## src/rtl/move_fetch_if.sv

```systemverilog
`default_nettype none
`ifndef MAX_POSITIONS
`define MAX_POSITIONS 16
`endif
//----------------------------------------------------------------------
// move_fetch_if -- start/RAM-read/move-stream signals of move_fetch. Rev 1.0
//----------------------------------------------------------------------
interface move_fetch_if #(
   parameter int RAM_WIDTH          = 16,
   parameter int MAX_POSITIONS_LOG2 = $clog2(`MAX_POSITIONS)
);
   logic                          fetch_start;
   logic                          white_to_move;
   logic [MAX_POSITIONS_LOG2:0]   move_count;
   logic                          sort_complete;
   logic [MAX_POSITIONS_LOG2-1:0] ram_rd_addr;
   logic [RAM_WIDTH-1:0]          ram_rd_data;
   logic [RAM_WIDTH-1:0]          move_data;
   logic [MAX_POSITIONS_LOG2-1:0] move_index;
   logic                          move_valid;
   logic                          move_ready;
   logic                          fetch_busy;
   logic                          fetch_done;
   logic [MAX_POSITIONS_LOG2:0]   legal_count;

   modport master (
      output fetch_start, white_to_move, move_count, sort_complete,
             ram_rd_data, move_ready,
      input  ram_rd_addr, move_data, move_index, move_valid,
             fetch_busy, fetch_done, legal_count
   );

   modport slave (
      input  fetch_start, white_to_move, move_count, sort_complete,
             ram_rd_data, move_ready,
      output ram_rd_addr, move_data, move_index, move_valid,
             fetch_busy, fetch_done, legal_count
   );
endinterface
`default_nettype wire

```

## src/rtl/move_fetch.sv

```systemverilog
`default_nettype none
`ifndef MAX_POSITIONS
`define MAX_POSITIONS 16
`endif
//----------------------------------------------------------------------
// move_fetch -- streams the legal entries of the sorted move RAM. Rev 1.0
//----------------------------------------------------------------------
module move_fetch #(
   parameter int RAM_WIDTH          = 0,
   parameter int EVAL_WIDTH         = 0,
   parameter int MAX_POSITIONS_LOG2 = $clog2(`MAX_POSITIONS)
) (
   input  wire logic   clk,
   input  wire logic   reset,
   move_fetch_if.slave bus
);
   typedef enum logic [2:0] {
      ST_IDLE      = 3'd0,
      ST_WAIT_SORT = 3'd1,
      ST_ISSUE     = 3'd2,
      ST_WAIT_RD   = 3'd3,
      ST_CAPTURE   = 3'd4,
      ST_PRESENT   = 3'd5,
      ST_DONE      = 3'd6
   } state_t;

   localparam logic [MAX_POSITIONS_LOG2:0] c_max_count =
      (MAX_POSITIONS_LOG2 + 1)'(`MAX_POSITIONS);

   state_t                      r_state;
   logic                        r_white;
   logic [MAX_POSITIONS_LOG2:0] r_count;
   logic [MAX_POSITIONS_LOG2:0] r_index;

   logic [MAX_POSITIONS_LOG2:0] w_index_inc;
   logic                        w_last;
   logic [RAM_WIDTH-1:0]        w_entry;
   logic                        w_illegal;

   assign w_index_inc = r_index + 1'b1;
   assign w_last      = (w_index_inc == r_count);
   assign w_entry     = bus.ram_rd_data;
   // The side that just moved must not be left in check.
   assign w_illegal   = r_white ? w_entry[EVAL_WIDTH+1] : w_entry[EVAL_WIDTH];

   always_ff @(posedge clk) begin
      if (reset) begin
         r_state         <= ST_IDLE;
         r_white         <= 1'b0;
         r_count         <= '0;
         r_index         <= '0;
         bus.ram_rd_addr <= '0;
         bus.move_data   <= '0;
         bus.move_index  <= '0;
         bus.move_valid  <= 1'b0;
         bus.fetch_busy  <= 1'b0;
         bus.fetch_done  <= 1'b0;
         bus.legal_count <= '0;
      end else begin
         bus.fetch_done <= 1'b0;
         case (r_state)
            ST_IDLE: begin
               if (bus.fetch_start) begin
                  r_white         <= bus.white_to_move;
                  r_count         <= (bus.move_count > c_max_count) ? c_max_count
                                                                    : bus.move_count;
                  r_index         <= '0;
                  bus.legal_count <= '0;
                  bus.fetch_busy  <= 1'b1;
                  r_state         <= ST_WAIT_SORT;
               end
            end
            ST_WAIT_SORT: begin
               if (bus.sort_complete) begin
                  if (r_count == '0) begin
                     bus.fetch_done <= 1'b1;
                     r_state        <= ST_DONE;
                  end else begin
                     r_state <= ST_ISSUE;
                  end
               end
            end
            ST_ISSUE: begin
               bus.ram_rd_addr <= r_index[MAX_POSITIONS_LOG2-1:0];
               r_state         <= ST_WAIT_RD;
            end
            ST_WAIT_RD: begin
               r_state <= ST_CAPTURE;
            end
            ST_CAPTURE: begin
               if (!w_illegal) begin
                  bus.move_data   <= w_entry;
                  bus.move_index  <= r_index[MAX_POSITIONS_LOG2-1:0];
                  bus.move_valid  <= 1'b1;
                  bus.legal_count <= bus.legal_count + 1'b1;
                  r_state         <= ST_PRESENT;
               end else begin
                  r_index <= w_index_inc;
                  if (w_last) begin
                     bus.fetch_done <= 1'b1;
                     r_state        <= ST_DONE;
                  end else begin
                     r_state <= ST_ISSUE;
                  end
               end
            end
            ST_PRESENT: begin
               if (bus.move_ready) begin
                  bus.move_valid <= 1'b0;
                  r_index        <= w_index_inc;
                  if (w_last) begin
                     bus.fetch_done <= 1'b1;
                     r_state        <= ST_DONE;
                  end else begin
                     r_state <= ST_ISSUE;
                  end
               end
            end
            ST_DONE: begin
               bus.fetch_busy <= 1'b0;
               r_state        <= ST_IDLE;
            end
            default: begin
               r_state <= ST_IDLE;
            end
         endcase
      end
   end
endmodule
`default_nettype wire

```

## src/flat_wrapper.sv

```systemverilog
// flat-port wrapper written by rule: the top's interface ports become plain ports
module move_fetch_flat 
#(
   parameter int RAM_WIDTH          = 0,
   parameter int EVAL_WIDTH         = 0,
   parameter int MAX_POSITIONS_LOG2 = $clog2(`MAX_POSITIONS)
)
  (clk, reset, bus_fetch_start, bus_white_to_move, bus_move_count, bus_sort_complete, bus_ram_rd_data, bus_move_ready, bus_ram_rd_addr, bus_move_data, bus_move_index, bus_move_valid, bus_fetch_busy, bus_fetch_done, bus_legal_count);
  move_fetch_if #(.RAM_WIDTH(RAM_WIDTH), .MAX_POSITIONS_LOG2(MAX_POSITIONS_LOG2)) bus_i ();
  input  wire logic clk;
  input  wire logic reset;
  input wire logic [$bits(bus_i.fetch_start)-1:0] bus_fetch_start;
  input wire logic [$bits(bus_i.white_to_move)-1:0] bus_white_to_move;
  input wire logic [$bits(bus_i.move_count)-1:0] bus_move_count;
  input wire logic [$bits(bus_i.sort_complete)-1:0] bus_sort_complete;
  input wire logic [$bits(bus_i.ram_rd_data)-1:0] bus_ram_rd_data;
  input wire logic [$bits(bus_i.move_ready)-1:0] bus_move_ready;
  output wire logic [$bits(bus_i.ram_rd_addr)-1:0] bus_ram_rd_addr;
  output wire logic [$bits(bus_i.move_data)-1:0] bus_move_data;
  output wire logic [$bits(bus_i.move_index)-1:0] bus_move_index;
  output wire logic [$bits(bus_i.move_valid)-1:0] bus_move_valid;
  output wire logic [$bits(bus_i.fetch_busy)-1:0] bus_fetch_busy;
  output wire logic [$bits(bus_i.fetch_done)-1:0] bus_fetch_done;
  output wire logic [$bits(bus_i.legal_count)-1:0] bus_legal_count;
  assign bus_i.fetch_start = bus_fetch_start;
  assign bus_i.white_to_move = bus_white_to_move;
  assign bus_i.move_count = bus_move_count;
  assign bus_i.sort_complete = bus_sort_complete;
  assign bus_i.ram_rd_data = bus_ram_rd_data;
  assign bus_i.move_ready = bus_move_ready;
  assign bus_ram_rd_addr = bus_i.ram_rd_addr;
  assign bus_move_data = bus_i.move_data;
  assign bus_move_index = bus_i.move_index;
  assign bus_move_valid = bus_i.move_valid;
  assign bus_fetch_busy = bus_i.fetch_busy;
  assign bus_fetch_done = bus_i.fetch_done;
  assign bus_legal_count = bus_i.legal_count;
  move_fetch #(.RAM_WIDTH(RAM_WIDTH), .EVAL_WIDTH(EVAL_WIDTH), .MAX_POSITIONS_LOG2(MAX_POSITIONS_LOG2)) u_core (.clk(clk), .reset(reset), .bus(bus_i));
endmodule
```

## config.mk

```make
export PLATFORM = sky130hd
export DESIGN_NAME = move_fetch_flat
export DESIGN_NICKNAME = d
export VERILOG_FILES = /design/src/rtl/move_fetch_if.sv /design/src/rtl/move_fetch.sv /design/src/flat_wrapper.sv
export SDC_FILE = /design/constraint.sdc
export NUM_CORES = 1
export LEC_CHECK = 0
export ABC_AREA = 1
export CAP_MARGIN = 20
export CORE_MARGIN = 2
export CORE_UTILIZATION = 45
export CTS_CLUSTER_DIAMETER = 30
export DETAILED_ROUTE_END_ITERATION = 16
export PLACE_DENSITY = 0.82
export SLEW_MARGIN = 15
export SYNTH_ARGS = -nofsm -noshare
export SYNTH_HDL_FRONTEND = slang
export SYNTH_SLANG_ARGS = --single-unit
```

## constraint.sdc

```tcl
create_clock -name clk -period 1.5 [get_ports clk]
set_clock_uncertainty 0.2 [all_clocks]
set_input_delay 0.15 -clock clk [delete_from_list [all_inputs] [get_ports clk]]
set_output_delay 0.15 -clock clk [all_outputs]
set_load 0.01 [all_outputs]
```

==> results of run 1 <==
==> logic make-up after synthesis <==
group | share of synthesized area
compound gates | 0.194
fa+ha+maj | 0.0170
buf+inv | 0.0789
flops | 0.421
simple gates | 0.289
==> layer usage <==
metal | global-route usage | up-vias | share of wire
met5 | 0 | - | 0
met4 | 0.0590 | 0 | 0.034
met2 | 0.310 | 67 | 0.47
met3 | 0.0567 | 17 | 0.062
met1 | 0.277 | 739 | 0.43
li1 | - | 784 | -
==> critical path, delay by kind of cell, from the launching register on <==
| kind | cells | cell delay, ns |
|---|---|---|
| simple gates | 8 | 0.56 |
| flops | 1 | 0.35 |
| fa+ha+maj | 1 | 0.26 |
| compound gates | 1 | 0.11 |
| buf+inv | 1 | 0.03 |
==> final cells by class <==
class / instances / share of cell area
Multi-Input combinational cell: 137 / 0.389
Sequential cell: 31 / 0.280
Timing Repair Buffer: 59 / 0.227
Inverter: 23 / 0.0424
Tap cell: 44 / 0.0242
Clock buffer: 6 / 0.0226
Clock inverter: 2 / 0.0154
==> power by group <==
part           switching, mW  total (mW)  internal, mW
combinational           1.21        2.08         0.871
clock                  0.300       0.694         0.394
sequential             0.146        1.17          1.02
==> registers in the layout, summed over array words and instances, names as in the netlist <==
signal	count
u_core.bus.fetch_busy	1
u_core.r_state	3
u_core.bus.move_index	4
u_core.bus.move_data[-1]	1
u_core.bus.legal_count	5
u_core.bus.move_data	1
u_core.r_index	5
u_core.bus.move_valid	1
u_core.r_count	5
u_core.bus.ram_rd_addr	4
u_core.bus.fetch_done	1
==> worst min-delay path by stage <==
| stage | end | slack [ns] | cells after the start |
|---|---|---|---|
| floorplan | u_core.r_state[0] | 0.03 | 1 |
| global placement | u_core.bus.move_data[0] | 0.23 | 2 |
| detailed placement | u_core.bus.move_data[0] | 0.24 | 2 |
| CTS | u_core.bus.move_data[-1] | 0.19 | 3 |
| global route | u_core.bus.move_data[-1] | 0.24 | 3 |
| finish | u_core.r_count[1] | 0.23 | 3 |
==> stage by stage <==
step                       util  instance area (um^2)
after floorplan               -                  1490
after global placement    0.646                  1990
after detailed placement  0.646                  1990
after CTS                 0.667                  2050
after global routing      0.739                  2270
final                     0.739                  2270
==> repair_timing <==
item,4_1_cts,5_1_grt
resized for setup,22,57
setup buffers,0,5
pin swaps,1,15
setup endpoints to repair,25,18
cloned,0,2
==> layout by cell type, fill, tap and decap left out, types with 3 or more instances in the layout <==
master / instances
nand2_1: 30
dfxtp_1: 25
buf_4: 24
dlygate4sd2_1: 18
inv_1: 17
a21oi_1: 17
nor2_1: 12
clkdlybuf4s50_1: 11
nor2_2: 7
o21ai_1: 7
nand3_1: 7
nor2_4: 6
o21ai_2: 6
buf_6: 6
nand4_1: 5
o21ai_0: 5
clkbuf_4: 5
a21oi_2: 4
nand2_2: 3
inv_2: 3
nand3_2: 3
a211oi_1: 3
dfxtp_2: 3
dfxtp_4: 3
==> key figures, run 1 <==
Outcome
  • Status: finished with violations
  • Failing checks: negative setup slack

Power
  • Final Total Pwr: 3.94 mW
  • P_leak: 0.978 nW
  • PwrDens: 1730 nW/um^2
  • IR drop worst, VDD: 0.958 mV

GRT
  • GRT overflow: 0
  • First-pass GRT wire length: 5.54 mm
  • Vias in the first global route: 1247
  • Initial antenna violation count: 0
  • GRT Total Usage: 0.202
  • Largest net degree at the start of global routing: 14

Synthesis
  • Synth Warn #: 0
  • Post-synthesis sequential area ratio: 0.421
  • Mean Syn Cell Area: 7.60 um^2
  • Ranking of synthesized cells by area: dfxtp_1 42%, nand2_1 8.4%, a21oi_1 7.1%, o21ai_0 5.8%, nor2_1 5.1%
  • Most frequent cell after synthesis: nand2_1
  • EDFF count, synth: 0
  • Post-synthesis cell count: 194
  • FFs w/ async S/R, synth: 0
  • Area share of the largest cell type after synthesis: 0.421
  • Most frequent cells after synthesis: 33 x nand2_1, 31 x dfxtp_1, 21 x a21oi_1, 20 x nor2_1, 18 x inv_1
  • #FFs+latches synth: 31
  • Post-synthesis instance area: 1470 um^2
  • Yosys cell types: 33
  • Most used DFF post-synth: dfxtp_1
  • Synth area leader: dfxtp_1
  • Mapped Nets: 209

Layout
  • Finished Layout Cells: 302
  • Final net count: 272
  • Share of cells above drive strength 1: 0.345
  • Seq. cell area: 636 um^2
  • Ant diodes: 0
  • Fill count: 208
  • Area delta synth->final: 54.2%
  • Footprint of the multi-input gates: 885 um^2

Routing
  • WL final: 4.29 mm
  • Drt wl/cell: 14.2 um
  • Vias: 1607
  • Initial DRC Count: 81
  • DRT Pass-1 Iters: 4
  • Detail Route Antenna Nets: 0
  • Vias per Instance: 5.32
  • Drt drc: 0

Placed design
  • Worst slack at placement: -0.103 ns
  • Dpl cells: 287
  • Buffers on Ports: 29
  • Post-DP HPWL: 2.68 mm
  • Final RePlAce weighted congestion: 0.843

Timing
  • Setup tns final: -0.580 ns
  • Fin Hold WS: 0.233 ns
  • Worst-margin pin slew: 0.333 ns
  • Setup repair after global routing missed its margin: true
  • Worst slew margin: 0.775
  • Slack of the critical path: -0.0905 ns
  • Final Hold Fails: 0
  • Peak Freq: 629 MHz
  • Endpoints failing setup: 14
  • Final period util: 1.06
  • Fin. max-slew vios: 0
  • Fin crit period: 1.59 ns

Hold path
  • Hold_sp: bus_move_count[1]
  • Hold Crit Class: input port to flip-flop

Floorplan
  • Row cnt: 20
  • Die ar.: 3750 um^2
  • Die height: 61.2 um
  • I/O Pins: 31
  • Core area: 3080 um^2
  • Starting Density: 0.479
  • Die X: 61.2 um

Critical path
  • Worst r2r path cells: 11
  • Worst r2r dst: u_core.r_state[2]
  • Crit. End Element: flip-flop
  • Crit path kind: flip-flop to flip-flop
  • Critical Path RT: 1.57 ns
  • Max FO, Critical Path: 2
  • Critical-path cell list: ha_4, inv_2, nand2_1, nand2_1, nor2_1, nand3_1, nor2_2, nand4_1, nand2_1, nand2_1, a21oi_1
  • Most frequent CP cell: nand2_1
  • Crit path to: u_core.r_state[2]
  • Setup slack, reg-to-reg: -0.09 ns
  • Worst r2r src: u_core.r_index[0]
  • Crit path arrival time: 1.66 ns
  • Worst path max stage delay: 0.35 ns
  • Worst path slowest cell: dfxtp_2
  • CP startpoint kind: flip-flop
  • Crit. Startpoint: u_core.r_index[0]

Clock tree
  • Clock tree buffer depth: 2
  • CTS tree: done
  • Number of CTS-inserted buffers: 5
  • CTS hold repair buffers: 0
  • Clk Latency, worst-skew pair: 0.34 ns
  • Root Buffer: clkbuf_4
  • Htree depth: 2
  • Clock-pin slew on the worst setup and hold paths: 0.10 ns
  • Clock Sinks: 31

Flow run
  • Max-capacitance violation count: 0
Note: power is estimated with default switching activity, not from simulation.
==> run 2, diff against run 1 <==
ABC_AREA = 0   (was 1)
CORE_ASPECT_RATIO = 1.25   (was default)
PLACE_DENSITY = 0.81   (was 0.82)
==> run 2 against run 1 <==
The run still ends with negative setup slack left. Total power fell by 48%. Combinational power fell by 75%. Synthesized cell count fell by 13%. Register-to-register slack got worse by 0.02 ns. Critical path type unchanged. Critical path depth fell by 6. Hold slack improved by 0.016 ns. Clock power fell by 15%. Cell count fell by 12%. Global-route usage rose by 2.0 points. Utilization fell by 1.8 points.
==> key figures, run 2 <==
Power
  • PwrDens: 880 nW/um^2
  • P_leak: 1.05 nW
  • IR drop worst, VDD: 0.607 mV

Layout
  • Most frequent cells in the layout: 28 x buf_4, 25 x dfxtp_1, 15 x nor2_1
  • Area delta synth->final: 53.8%
  • Final Cell Area: 2300 um^2
  • Largest registers: u_core.bus.legal_count: 5 flops, u_core.r_count: 5 flops, u_core.r_index: 5 flops
  • Ant diodes: 0
  • Final net count: 246
  • Final Util: 0.721
  • Most common cell after layout, fill and taps aside: buf_4
  • Finished Layout Cells: 267
  • Share of cells above drive strength 1: 0.335

Critical path
  • Worst r2r path cells: 5
  • Worst r2r src: u_core.r_state[0]
  • Worst path max stage delay: 0.39 ns
  • Worst path slowest cell: dfxtp_4
  • Setup slack, reg-to-reg: -0.11 ns
  • Crit. Startpoint: u_core.r_state[0]
  • CP startpoint kind: flip-flop
  • Crit path kind: flip-flop to flip-flop
  • Crit. End Element: flip-flop
  • Max FO, Critical Path: 6
  • Crit path arrival time: 1.63 ns
  • Critical-path cell list: nor4b_4, buf_4, o2111ai_1, xor2_1, nor3_1
  • Critical Path RT: 1.52 ns

Placed design
  • Dpl cells: 252
  • Placed Area: 2010 um^2
  • Final RePlAce weighted congestion: 0.857
  • Buffers on Ports: 29
  • Post-DP HPWL: 2.85 mm

Clock tree
  • CTS tree: done
  • Clock tree buffer depth: 2
  • CTS hold repair buffers: 0
  • Number of CTS-inserted buffers: 5
  • Clock-pin slew on the worst setup and hold paths: 0.06 ns
  • Root Buffer: clkbuf_8
  • Clock Sinks: 31
  • Clk Latency, worst-skew pair: 0.28 ns
  • Htree depth: 2

Floorplan
  • Die ar.: 3810 um^2
  • Row cnt: 23
  • Die height: 68.5 um
  • Starting Density: 0.469
  • I/O Pins: 31
  • Core area: 3190 um^2
  • Die X: 55.6 um

Synthesis
  • #FFs+latches synth: 31
  • Post-synthesis cell count: 168
  • Ranking of synthesized cells by area: dfxtp_1 41%, mux2i_1 7.4%, nor2_1 4.8%, nand2_1 4.5%, a21oi_1 4.3%
  • FFs w/ async S/R, synth: 0
  • Most used DFF post-synth: dfxtp_1
  • Yosys cell types: 38
  • Area share of the largest cell type after synthesis: 0.414
  • Synth Warn #: 0
  • Mean Syn Cell Area: 8.91 um^2
  • Most frequent cells after synthesis: 31 x dfxtp_1, 19 x nor2_1, 18 x nand2_1, 13 x a21oi_1, 11 x mux2i_1
  • Synth area leader: dfxtp_1
  • Mapped Nets: 183
  • Post-synthesis sequential area ratio: 0.414
  • Post-synthesis instance area: 1500 um^2
  • Most frequent cell after synthesis: dfxtp_1
  • EDFF count, synth: 0

GRT
  • GRT Total Usage: 0.222
  • First-pass GRT wire length: 6.41 mm
  • Largest net degree at the start of global routing: 18
  • Initial antenna violation count: 0
  • Vias in the first global route: 1418
  • GRT overflow: 0

Timing
  • Setup repair after global routing missed its margin: true
  • Peak Freq: 621 MHz
  • Fin crit period: 1.61 ns
  • Worst-margin pin slew: 0.341 ns
  • Fin Hold WS: 0.249 ns
  • Final Hold Fails: 0
  • Final period util: 1.07
  • Worst slew margin: 0.772
  • Fin. max-slew vios: 0
  • Slack of the critical path: -0.110 ns
  • Endpoints failing setup: 19

Outcome
  • Failing checks: negative setup slack
  • Status: finished with violations

Hold path
  • Hold Crit Class: input port to flip-flop
  • WHS Path Cells: 3
  • Hold_sp: bus_move_count[1]

Routing
  • Initial DRC Count: 47
  • Detail Route Antenna Nets: 0
  • Drt wl/cell: 17.0 um
  • Vias: 1527
  • Vias per Instance: 5.72
  • Drt drc: 0
  • WL final: 4.53 mm
  • DRT Pass-1 Iters: 4

Flow run
  • Max-capacitance violation count: 0
==> run 2: path summary, 6_finish.rpt <==
kind	endpoint
max	u_core.bus.legal_count[3]
min	u_core.r_count[1]
max reg2reg	u_core.bus.legal_count[3]
min reg2reg	u_core.bus.move_data[0]
==> run 2: cell type report <==
cell class                 instances  area (um^2)
sequential                        31          636
multi-input combinational        129          957
timing repair buffer              63          588
inverter                           1         3.75
clock buffer                       6         72.6
tap                               37         46.3
fill                             241          891
==> run 2: cells by family after synthesis <==
family / count (synthesis) / share of synthesized area
xor+xnor: 10 / 0.0585
simple gates: 71 / 0.250
flops: 31 / 0.414
mux: 14 / 0.0961
buf+inv: 8 / 0.0326
compound gates: 32 / 0.132
fa+ha+maj: 2 / 0.0167
==> run 2: what timing repair did <==
action,4_1_cts,5_1_grt
setup endpoints to repair,29,35
setup buffers,4,5
resized for setup,20,40
pin swaps,9,23
==> run 2: power breakdown <==
| group | internal (mW) | switching, mW | leakage, nW |
|---|---|---|---|
| registers | 0.858 | 0.0556 | 0.255 |
| logic | 0.279 | 0.244 | 0.754 |
| clock network | 0.308 | 0.283 | 0.0371 |
| total | 1.44 | 0.583 | 1.05 |
==> run 2: metal layers <==
layer,global-route usage,vias up,wire (um)
li1,-,715,-
met3,0.0597,15,190
met2,0.420,46,2440
met1,0.240,751,1770
met5,0,-,0
met4,0.0823,0,131
==> run 2: metrics by stage <==
step / setup WS (ns) / power, mW / TNS [ns]
floorplan: -0.0125 / 1.14 / -0.0125
global placement: -0.351 / 1.32 / -6.39
detailed placement: -0.400 / 1.33 / -7.23
CTS: -0.0581 / 1.93 / -0.297
global route: -0.214 / 2.10 / -1.84
finish: -0.110 / 2.03 / -0.895
==> run 2: worst max-delay path: cells and delay by family, from the launching register on <==
| family | cells | cell delay (ns) |
|---|---|---|
| xor+xnor | 1 | 0.17 |
| simple gates | 2 | 0.43 |
| flops | 1 | 0.39 |
| buf+inv | 1 | 0.19 |
| compound gates | 1 | 0.16 |
==> run 3, diff against run 2 <==
CORE_UTILIZATION = 54   (was 45)
PLACE_DENSITY = 0.83   (was 0.81)
clock period = 1.91 ns   (was 1.5 ns; I/O delays follow)
==> run 3 against run 2 <==
The flow now finishes without violations. Highest routed layer unchanged. Cell count shrank 9.7%. Routed wire length shrank 27%. Non-clock buffer count shrank 23. Total power shrank 35%. Via count shrank 12%. Register-to-register slack gained 0.27 ns. Utilization shrank 0.12 points. Sequential share of layout area grew 5.0 points.
==> key figures, run 3 (same netlist as run 2, synthesis figures left out) <==
Outcome
  • Status: completed

Routing
  • Vias: 1340
  • Drt wl/cell: 13.6 um
  • Detail Route Antenna Nets: 0
  • DRT Pass-1 Iters: 4
  • Vias per Instance: 5.56
  • Drt drc: 0
  • WL final: 3.29 mm
  • Initial DRC Count: 57

Timing
  • Setup tns final: 0 ns
  • Final period util: 0.918
  • Worst-margin pin slew: 0.520 ns
  • Setup repair after global routing missed its margin: false
  • Fin Hold WS: 0.254 ns
  • Peak Freq: 571 MHz
  • Final Hold Fails: 0
  • Worst slew margin: 0.653
  • Endpoints failing setup: 0
  • Fin crit period: 1.75 ns
  • Fin. max-slew vios: 0

Clock tree
  • Clk Latency, worst-skew pair: 0.32 ns
  • Htree depth: 2
  • Root Buffer: clkbuf_4
  • Clock tree buffer depth: 2
  • Number of CTS-inserted buffers: 5
  • Postcts setup bufs: 0
  • Clock-pin slew on the worst setup and hold paths: 0.09 ns
  • Clock Sinks: 31
  • CTS hold repair buffers: 0
  • CTS tree: done

Layout
  • Fill count: 214
  • Final net count: 223
  • Area delta synth->final: 27.6%
  • Ant diodes: 0
  • Most frequent cells in the layout: 30 x dfxtp_1, 29 x clkdlybuf4s50_1, 19 x nor2_1
  • Footprint of the multi-input gates: 828 um^2
  • Final Util: 0.720
  • Largest registers: u_core.bus.legal_count: 5 flops, u_core.r_count: 5 flops, u_core.r_index: 5 flops
  • Final Cell Area: 1910 um^2
  • Most common cell after layout, fill and taps aside: dfxtp_1
  • Seq. cell area: 622 um^2
  • Share of cells above drive strength 1: 0.121

Critical path
  • Crit. End Element: flip-flop
  • Crit path kind: flip-flop to flip-flop
  • Max FO, Critical Path: 5
  • Critical Path RT: 1.94 ns
  • Worst r2r src: u_core.r_index[1]
  • Worst r2r path cells: 5
  • Critical-path cell list: ha_1, nand3_1, xnor2_1, nand4_1, o21ai_0
  • Worst path max stage delay: 0.44 ns
  • Worst path slowest cell: dfxtp_1
  • Crit path arrival time: 1.78 ns
  • Crit. Startpoint: u_core.r_index[1]
  • CP startpoint kind: flip-flop

Power
  • PwrDens: 685 nW/um^2
  • P_leak: 0.695 nW
  • IR drop worst, VDD: 0.691 mV

Placed design
  • Placed Area: 1870 um^2
  • Buffers on Ports: 29
  • Post-DP HPWL: 2.42 mm
  • Final RePlAce weighted congestion: 0.846

Floorplan
  • Row cnt: 21
  • I/O Pins: 31
  • Die X: 51.1 um
  • Die height: 62.9 um
  • Core area: 2650 um^2
  • Starting Density: 0.564
  • Die ar.: 3210 um^2

Flow run
  • Max-capacitance violation count: 0

GRT
  • GRT Total Usage: 0.225
  • Initial antenna violation count: 0
  • Vias in the first global route: 1284
  • GRT overflow: 0
  • Largest net degree at the start of global routing: 23
  • First-pass GRT wire length: 5.53 mm

Hold path
  • Hold_sp: bus_move_count[0]
  • WHS Path Cells: 3
  • Hold Crit Class: input port to flip-flop
## run 3: cell count changes in the layout (fill, tap and decap cells not counted), sizes merged
cell and change:
dlygate4sd2 -10, clkdlybuf4s50 +18, buf -23, dlymetal6s2s -8
## run 3: routing by layer
metal,wire [um],vias up,global-route usage
met5,0,-,0
met4,51,0,0.0878
met3,151,6,0.0574
met2,1670,30,0.377
met1,1420,627,0.269
li1,-,677,-
## run 3: power by group
group | internal, mW | leakage [nW] | switching (mW)
sequential | 0.671 | 0.251 | 0.0431
combinational | 0.139 | 0.419 | 0.131
clock | 0.131 | 0.0242 | 0.194
## run 3: layout make-up
class | instances | share of cell area
clock buffer | 6 | 0.0216
multi-input combinational | 129 | 0.434
sequential | 31 | 0.325
inverter | 1 | 0.00196
timing repair buffer | 40 | 0.195
tap | 34 | 0.0223
## run 3: worst paths after layout
kind                           endpoint  slack, ns
setup / recovery  u_core.bus.fetch_done       0.16
hold / removal        u_core.r_count[0]       0.25
setup reg to reg  u_core.bus.fetch_done       0.16
hold reg to reg   u_core.bus.move_valid       0.28
## run 3: worst max-delay path: cells and delay by family, from the launching register on
kind / cells / cell delay [ns]
DFF: 1 / 0.44
adders and majority gates: 1 / 0.29
and+or+nand+nor: 2 / 0.29
AOI/OAI and AO/OA: 1 / 0.24
xor gates and xnor gates: 1 / 0.20
## run 3: through the flow
| step | power, mW | instances | worst slack, ns |
|---|---|---|---|
| after floorplan | 0.893 | 168 | 0.340 |
| after global placement | 0.985 | 235 | 0.0401 |
| after detailed placement | 0.996 | 235 | 0.0126 |
| after CTS | 1.32 | 241 | 0.0784 |
| after global routing | 1.37 | 241 | 0.0272 |
| final | 1.31 | 241 | 0.157 |
## run 3: what timing repair did
item	4_1_cts	5_1_grt
endpoints found under the hold margin	0	0
resized for setup	0	1
setup endpoints to repair	0	3
